--- src/rtl/trace_event_player_pkg.sv ---
// Shared types and helpers for the trace event player: FSM encoding,
// record layout offsets and width helpers.
package trace_event_player_pkg;

    typedef enum logic [1:0] {
        ST_IDLE,
        ST_WAIT,
        ST_FIRE,
        ST_DONE
    } state_e;

    // Address width, never below one bit so DEPTH=1 still elaborates.
    function automatic int clog2(input int value);
        int w;
        w = 1;
        while ((1 << w) < value) w = w + 1;
        return w;
    endfunction

    // Record layout, LSB first: {data, mask, delay}.
    function automatic int rec_w(input int num_inputs, input int data_w, input int delay_w);
        return delay_w + num_inputs + num_inputs * data_w;
    endfunction

    function automatic int mask_lsb(input int delay_w);
        return delay_w;
    endfunction

    function automatic int data_lsb(input int num_inputs, input int delay_w);
        return delay_w + num_inputs;
    endfunction

endpackage

--- src/rtl/trace_event_player_if.sv ---
// Host-side bus of the trace event player: table load, playback control
// and the value/strobe outputs toward the monitor.
interface trace_event_player_if
    import trace_event_player_pkg::*;
#(
    parameter int NUM_INPUTS = 1,
    parameter int DATA_W     = 64,
    parameter int DEPTH      = 16,
    parameter int DELAY_W    = 16
);
    localparam int AW = clog2(DEPTH);

    logic                         wr_en;
    logic [AW-1:0]                wr_addr;
    logic [DELAY_W-1:0]           wr_delay;
    logic [NUM_INPUTS-1:0]        wr_mask;
    logic [NUM_INPUTS*DATA_W-1:0] wr_data;
    logic [AW:0]                  num_events;
    logic                         loop_en;
    logic                         start;
    logic                         abort;
    logic [NUM_INPUTS*DATA_W-1:0] input_val;
    logic [NUM_INPUTS-1:0]        new_input;
    logic                         busy;
    logic                         done;
    logic [AW-1:0]                event_idx;
    logic                         wr_err;

    modport master (
        output wr_en, wr_addr, wr_delay, wr_mask, wr_data,
        output num_events, loop_en, start, abort,
        input  input_val, new_input, busy, done, event_idx, wr_err
    );

    modport slave (
        input  wr_en, wr_addr, wr_delay, wr_mask, wr_data,
        input  num_events, loop_en, start, abort,
        output input_val, new_input, busy, done, event_idx, wr_err
    );

endinterface

--- src/rtl/trace_event_player_mem.sv ---
// Event record table: one synchronous write port, one combinational read
// port. Contents are deliberately not reset.
module trace_event_mem #(
    parameter int DEPTH = 16,
    parameter int AW    = 4,
    parameter int REC_W = 81
) (
    input  logic             clk,
    input  logic             we_i,
    input  logic [AW-1:0]    waddr_i,
    input  logic [REC_W-1:0] wdata_i,
    input  logic [AW-1:0]    raddr_i,
    output logic [REC_W-1:0] rdata_o
);

    logic [REC_W-1:0] mem_q [DEPTH];

    always_ff @(posedge clk) begin
        if (we_i) mem_q[waddr_i] <= wdata_i;
    end

    assign rdata_o = mem_q[raddr_i];

endmodule

--- src/rtl/trace_event_player.sv ---
// Replays timestamped event records as one-cycle new_input pulses with
// per-lane values, gated by the shared time enable.
module trace_event_player
    import trace_event_player_pkg::*;
#(
    parameter int NUM_INPUTS = 1,
    parameter int DATA_W     = 64,
    parameter int DEPTH      = 16,
    parameter int DELAY_W    = 16
) (
    input  logic                 clk,
    input  logic                 rst_n,
    input  logic                 en_i,
    trace_event_player_if.slave  bus
);

    localparam int AW       = clog2(DEPTH);
    localparam int VW       = NUM_INPUTS * DATA_W;
    localparam int REC_W    = rec_w(NUM_INPUTS, DATA_W, DELAY_W);
    localparam int MASK_LSB = mask_lsb(DELAY_W);
    localparam int DATA_LSB = data_lsb(NUM_INPUTS, DELAY_W);
    localparam logic [AW:0] DEPTH_N = (AW+1)'(DEPTH);

    state_e                state_q, state_d;
    logic [AW-1:0]         idx_q, idx_d;
    logic [DELAY_W-1:0]    cnt_q, cnt_d;
    logic [VW-1:0]         val_q, val_d;
    logic [NUM_INPUTS-1:0] new_q, new_d;
    logic                  busy_q, busy_d;
    logic                  done_q, done_d;
    logic                  wr_err_q, wr_err_d;

    logic [AW-1:0]         rd_addr;
    logic [AW-1:0]         idx_next;
    logic [REC_W-1:0]      rec;
    logic [DELAY_W-1:0]    rec_delay;
    logic [NUM_INPUTS-1:0] rec_mask;
    logic [VW-1:0]         rec_data;
    logic [AW:0]           num_clamped;
    logic                  last_rec;
    logic                  wr_ok;

    function automatic logic [VW-1:0] lane_gate(input logic [VW-1:0]         data,
                                                input logic [NUM_INPUTS-1:0] mask);
        logic [VW-1:0]            res;
        logic signed [DATA_W-1:0] lane;
        res = '0;
        for (int k = 0; k < NUM_INPUTS; k++) begin
            lane = data[k*DATA_W +: DATA_W];
            if (mask[k]) res[k*DATA_W +: DATA_W] = lane;
        end
        return res;
    endfunction

    assign num_clamped = (32'(bus.num_events) > DEPTH) ? DEPTH_N : bus.num_events;
    assign last_rec    = ({1'b0, idx_q} == num_clamped - 1'b1);
    assign idx_next    = idx_q + 1'b1;
    assign wr_ok       = bus.wr_en && (state_q == ST_IDLE || state_q == ST_DONE)
                         && (32'(bus.wr_addr) < DEPTH);

    // In FIRE the table already points at the following record so a
    // zero-delay successor can fire on the very next edge.
    always_comb begin
        rd_addr = '0;
        if (state_q == ST_WAIT) rd_addr = idx_q;
        else if (state_q == ST_FIRE) rd_addr = last_rec ? '0 : idx_next;
    end

    trace_event_mem #(
        .DEPTH (DEPTH),
        .AW    (AW),
        .REC_W (REC_W)
    ) u_mem (
        .clk     (clk),
        .we_i    (wr_ok),
        .waddr_i (bus.wr_addr),
        .wdata_i ({bus.wr_data, bus.wr_mask, bus.wr_delay}),
        .raddr_i (rd_addr),
        .rdata_o (rec)
    );

    assign rec_delay = rec[DELAY_W-1:0];
    assign rec_mask  = rec[MASK_LSB +: NUM_INPUTS];
    assign rec_data  = rec[DATA_LSB +: VW];

    always_comb begin
        state_d  = state_q;
        idx_d    = idx_q;
        cnt_d    = cnt_q;
        val_d    = '0;
        new_d    = '0;
        busy_d   = busy_q;
        done_d   = done_q;
        wr_err_d = bus.wr_en && !wr_ok;
        if (bus.abort) begin
            state_d = ST_IDLE;
            idx_d   = '0;
            cnt_d   = '0;
            busy_d  = 1'b0;
            done_d  = 1'b0;
        end else begin
            case (state_q)
                ST_IDLE, ST_DONE: begin
                    if (bus.start) begin
                        idx_d = '0;
                        if (num_clamped == '0) begin
                            state_d = ST_DONE;
                            busy_d  = 1'b0;
                            done_d  = 1'b1;
                        end else begin
                            state_d = ST_WAIT;
                            cnt_d   = rec_delay;
                            busy_d  = 1'b1;
                            done_d  = 1'b0;
                        end
                    end
                end
                ST_WAIT: begin
                    if (en_i) begin
                        if (cnt_q != '0) begin
                            cnt_d = cnt_q - 1'b1;
                        end else begin
                            state_d = ST_FIRE;
                            new_d   = rec_mask;
                            val_d   = lane_gate(rec_data, rec_mask);
                        end
                    end
                end
                ST_FIRE: begin
                    if (last_rec && !bus.loop_en) begin
                        state_d = ST_DONE;
                        busy_d  = 1'b0;
                        done_d  = 1'b1;
                    end else begin
                        idx_d = last_rec ? '0 : idx_next;
                        // The edge leaving FIRE already counts toward the next
                        // delay, but only when time is enabled on it.
                        if (!en_i) begin
                            state_d = ST_WAIT;
                            cnt_d   = rec_delay;
                        end else if (rec_delay == '0) begin
                            state_d = ST_FIRE;
                            new_d   = rec_mask;
                            val_d   = lane_gate(rec_data, rec_mask);
                        end else begin
                            state_d = ST_WAIT;
                            cnt_d   = rec_delay - 1'b1;
                        end
                    end
                end
                default: state_d = ST_IDLE;
            endcase
        end
    end

    always_ff @(posedge clk or negedge rst_n) begin
        if (!rst_n) begin
            state_q  <= ST_IDLE;
            idx_q    <= '0;
            cnt_q    <= '0;
            val_q    <= '0;
            new_q    <= '0;
            busy_q   <= 1'b0;
            done_q   <= 1'b0;
            wr_err_q <= 1'b0;
        end else begin
            state_q  <= state_d;
            idx_q    <= idx_d;
            cnt_q    <= cnt_d;
            val_q    <= val_d;
            new_q    <= new_d;
            busy_q   <= busy_d;
            done_q   <= done_d;
            wr_err_q <= wr_err_d;
        end
    end

    assign bus.input_val = val_q;
    assign bus.new_input = new_q;
    assign bus.busy      = busy_q;
    assign bus.done      = done_q;
    assign bus.event_idx = idx_q;
    assign bus.wr_err    = wr_err_q;

endmodule

--- src/flat_wrapper.sv ---
// flat-port wrapper written by rule: the top's interface ports become plain ports
module trace_event_player_flat import trace_event_player_pkg::*;
#(
    parameter int NUM_INPUTS = 1,
    parameter int DATA_W     = 64,
    parameter int DEPTH      = 16,
    parameter int DELAY_W    = 16
)
  (clk, rst_n, en_i, bus_wr_en, bus_wr_addr, bus_wr_delay, bus_wr_mask, bus_wr_data, bus_num_events, bus_loop_en, bus_start, bus_abort, bus_input_val, bus_new_input, bus_busy, bus_done, bus_event_idx, bus_wr_err);
  trace_event_player_if #(.NUM_INPUTS(NUM_INPUTS), .DATA_W(DATA_W), .DEPTH(DEPTH), .DELAY_W(DELAY_W)) bus_i ();
  input  logic clk;
  input  logic rst_n;
  input  logic en_i;
  input wire logic [$bits(bus_i.wr_en)-1:0] bus_wr_en;
  input wire logic [$bits(bus_i.wr_addr)-1:0] bus_wr_addr;
  input wire logic [$bits(bus_i.wr_delay)-1:0] bus_wr_delay;
  input wire logic [$bits(bus_i.wr_mask)-1:0] bus_wr_mask;
  input wire logic [$bits(bus_i.wr_data)-1:0] bus_wr_data;
  input wire logic [$bits(bus_i.num_events)-1:0] bus_num_events;
  input wire logic [$bits(bus_i.loop_en)-1:0] bus_loop_en;
  input wire logic [$bits(bus_i.start)-1:0] bus_start;
  input wire logic [$bits(bus_i.abort)-1:0] bus_abort;
  output wire logic [$bits(bus_i.input_val)-1:0] bus_input_val;
  output wire logic [$bits(bus_i.new_input)-1:0] bus_new_input;
  output wire logic [$bits(bus_i.busy)-1:0] bus_busy;
  output wire logic [$bits(bus_i.done)-1:0] bus_done;
  output wire logic [$bits(bus_i.event_idx)-1:0] bus_event_idx;
  output wire logic [$bits(bus_i.wr_err)-1:0] bus_wr_err;
  assign bus_i.wr_en = bus_wr_en;
  assign bus_i.wr_addr = bus_wr_addr;
  assign bus_i.wr_delay = bus_wr_delay;
  assign bus_i.wr_mask = bus_wr_mask;
  assign bus_i.wr_data = bus_wr_data;
  assign bus_i.num_events = bus_num_events;
  assign bus_i.loop_en = bus_loop_en;
  assign bus_i.start = bus_start;
  assign bus_i.abort = bus_abort;
  assign bus_input_val = bus_i.input_val;
  assign bus_new_input = bus_i.new_input;
  assign bus_busy = bus_i.busy;
  assign bus_done = bus_i.done;
  assign bus_event_idx = bus_i.event_idx;
  assign bus_wr_err = bus_i.wr_err;
  trace_event_player #(.NUM_INPUTS(NUM_INPUTS), .DATA_W(DATA_W), .DEPTH(DEPTH), .DELAY_W(DELAY_W)) u_core (.clk(clk), .rst_n(rst_n), .en_i(en_i), .bus(bus_i));
endmodule
--- config.mk ---
export PLATFORM = sky130hd
export DESIGN_NAME = trace_event_player_flat
export DESIGN_NICKNAME = d
export VERILOG_FILES = /design/src/rtl/trace_event_player_pkg.sv /design/src/rtl/trace_event_player_if.sv /design/src/rtl/trace_event_player_mem.sv /design/src/rtl/trace_event_player.sv /design/src/flat_wrapper.sv
export SDC_FILE = /design/constraint.sdc
export NUM_CORES = 2
export LEC_CHECK = 0
export ABC_AREA = 1
export CELL_PAD_IN_SITES_DETAIL_PLACEMENT = 1
export CELL_PAD_IN_SITES_GLOBAL_PLACEMENT = 1
export CORE_MARGIN = 4
export CORE_UTILIZATION = 35
export CTS_CLUSTER_DIAMETER = 40
export DETAILED_ROUTE_END_ITERATION = 8
export GPL_ROUTABILITY_DRIVEN = 0
export PLACE_DENSITY_LB_ADDON = 0.2
export SYNTH_ARGS = -nofsm -noshare
export SYNTH_HDL_FRONTEND = slang
export SYNTH_SLANG_ARGS = --single-unit
export TNS_END_PERCENT = 100
--- constraint.sdc ---
create_clock -name clk -period 7.4 [get_ports clk]
set_input_delay 0.74 -clock clk [delete_from_list [all_inputs] [get_ports clk]]
set_output_delay 0.74 -clock clk [all_outputs]
set_load 0.01 [all_outputs]
==> reports/results.ini <==
[worst_hold_path]
worstHoldStart=bus_wr_en
hold_path_class=in2reg
hold_path_end=u_core.bus.wr_err$_DFF_PN0_
hold_depth=3

[yosys]
synth_nets=4682
synth_area_um2=56500
synthArstFlopShare_pct=6.49
synthCells=4578
synth.cells.most_frequent=edfxtp_1, nand2_1, nand3_1
synthDistinctLibCells=45
yosys_register_bits=1386
synth_edf_count=1296
synth_area_leaders=edfxtp_1, nand2_1, nand3_1
yosysWarnings=0
synth_ff_type=edfxtp_1
yosysMostFrequentCell=edfxtp_1
ys_seq_area_share_pct=72.8
synth.largest_area_cell=edfxtp_1
synth_area_per_cell_um2=12.4
synth_top_area_share_pct=68.8

[floorplanning]
die_area_um2=168000
row_count=147
io_pins=169
core_area_um2=161000
die_y_um=410
fp.dieW_um=410
initial_core_util_pct=35.2

[detailed_routing]
viasPerCell=5.19
wl_met2_mm=83.2
drtIter0Drc=2675
ant_nets=0
wl_mm=172
routed.top_layer=met5
wl_per_cell_um=24.2
drc=0
wl_met1_mm=77.1
route.met3.wl_mm=7.36
drtPass1Iterations=6
via_count=36800

[worst_setup_path]
reg2reg_depth=18
end_kind=register
critPathLaunchType=register
critical_path_class=reg2reg
r2r_slack_ns=2.22
cp_data_required_time_ns=8.03
arrival_ns=5.81
path_max_fanout=54
reg2reg_to=u_core.bus.input_val[51]$_DFF_PN0_
r2r-start=u_core.state_q[1]$_DFFE_PN0P_

[final_layout]
fin_nets=4847
nFillCells=16700
utilization_pct=42.3
syn_to_final_growth_pct=20.1
drive_above_1_share_pct=11.3
multi_input_area_um2=13100
regArea_um2=41200

[global_route]
grt_usage_pct=20.2
antenna_found_initial=19
grt_start_max_net_pins=183
grt.overflow.total=0
grt_pass1_wl_mm=256
grt_pass1_vias=38300

[placement]
dp_slack_ns=1.39
placement.io_buffers=168
dp_hpwl_mm=84.1

[clock_network]
clockBufferDepth=3
cts-htree-levels=4
cts_buffers=216
insertion_delay_ns=0.82
clock-sinks=1386
cts_tree=built
cts_resized=0
cts.clk_slew.worst_paths_ns=0.05
cts_root_buffer=clkbuf_16

[sta]
timing.final.ws_setup_ns=2.22
max_freq_mhz=193
slew_viol_final=0
setup_viol=0
hold_viol_final=0
tns_ns=0
fin_skew_ns=0.0567
slew_headroom_pct=25.4
grt_setup_unrepaired=no
period_share_pct=70.0
finalCriticalPeriod_ns=5.18
worst_slew_pin_slew_ns=1.12

[power_and_ir_drop]
ir_worst_vdd_mv=0.313
powerDensity_nw_per_um2=389
leakage_nw=24.3

[flow_run]
maxCapViolCount=0

[outcome]
status=finished, final reports clean

stage by stage:
stage          area [um^2]  std cells  power (mW)  hold WS (ns)
4_1_cts              67900       7095        26.8         0.425
5_1_grt              67900       7097        27.9         0.475
3_3_place_gp         60400       6684        16.2         0.488
3_5_place_dp         60400       6684        16.3         0.503
6_report             67900       7099        26.4         0.494
2_1_floorplan        56500       4578        14.1         0.444
placed cells by master (no fill, tap or decap), types with 22 or more instances in the layout:
cell type        count
inv_6               24
nor2_1              47
nor3_2              60
dfrtp_1             90
a21oi_1            147
inv_1              266
clkinv_2            31
nand2_1           1275
buf_4               54
a31oi_1            128
clkinvlp_4          28
a32o_1             128
edfxtp_1          1296
clkdlybuf4s50_1    167
clkbuf_16          217
nand3b_1            34
bufinv_16           25
o21ai_0            163
nand3_1            551
clkinv_4            22
registers in the layout, indices dropped and copies added (netlist names):
| signal | count |
|---|---|
| u_core.u_mem.mem_q | 1296 |
| u_core.bus.input_val | 64 |
| u_core.cnt_q | 16 |
| u_core.bus.event_idx | 4 |
| u_core.state_q | 2 |
| u_core.bus.busy | 1 |
| u_core.bus.done | 1 |
| u_core.bus.new_input | 1 |
| u_core.bus.wr_err | 1 |
per-layer routing:
metal,global-route usage (%),up-vias
li1,-,16800
met1,27.4,19000
met2,33.7,819
met3,3.24,253
met4,5.79,12
met5,0,-
critical path, stage by stage, from the launching register on:
cell,delay [ns]
dfrtp_1,0.39
inv_1,0.07
ha_1,0.56
inv_1,0.40
or2_2,0.42
nand2_4,0.59
buf_4,0.40
nand3_1,0.11
nand3_1,0.09
nand3_1,0.09
nand2_1,0.26
nor2_1,0.11
nand2_1,0.10
nor2_2,0.06
nand3_2,0.09
a21oi_4,0.09
inv_6,0.52
buf_4,0.54
nor3_2,0.08
report_power, final:
| part | internal [mW] | leakage (nW) | switching, mW |
|---|---|---|---|
| Clock | 6.43 | 3.62 | 3.94 |
| Combinational | 2.08 | 7.72 | 5.10 |
| Sequential | 8.82 | 12.9 | 0.0768 |
what timing repair did:
item,4_1_cts,5_1_grt
hold buffers,1,0
setup buffers,0,0
endpoints found under the hold margin,10,0
layout make-up:
class	count	share of cell area (%)
Antenna cell	4	0.0147
Clock buffer	243	8.26
Clock inverter	167	2.85
Inverter	275	1.54
Multi-Input combinational cell	2627	19.2
Sequential cell	1386	60.6
Tap cell	2160	3.98
Timing Repair Buffer	237	3.50
logic make-up (layout without fill, tap and decap cells):
logic type	Yosys count	in the layout	share of synthesized area (%)
compound gates	590	590	6.80
xor+xnor	8	8	0.124
simple gates	2022	2022	15.8
flops	1386	1386	72.8
other cells	0	4	0
buf+inv	565	922	4.37
fa+ha+maj	7	7	0.155
how the worst max path moves through the flow:
stage,from,end,slack [ns]
after floorplan,u_core.state_q[0]$_DFFE_PN0P_,u_core.u_mem.mem_q[4][0]$_DFFE_PP_,2.26
after global placement,bus_num_events[4],u_core.bus.input_val[1]$_DFF_PN0_,1.44
after detailed placement,bus_num_events[4],u_core.bus.input_val[1]$_DFF_PN0_,1.39
after CTS,u_core.state_q[1]$_DFFE_PN0P_,u_core.bus.input_val[51]$_DFF_PN0_,2.12
after global routing,bus_num_events[4],u_core.cnt_q[14]$_DFFE_PN0P_,1.85
final,u_core.state_q[1]$_DFFE_PN0P_,u_core.bus.input_val[51]$_DFF_PN0_,2.22
No activity file was read; power rests on OpenSTA's default activity.
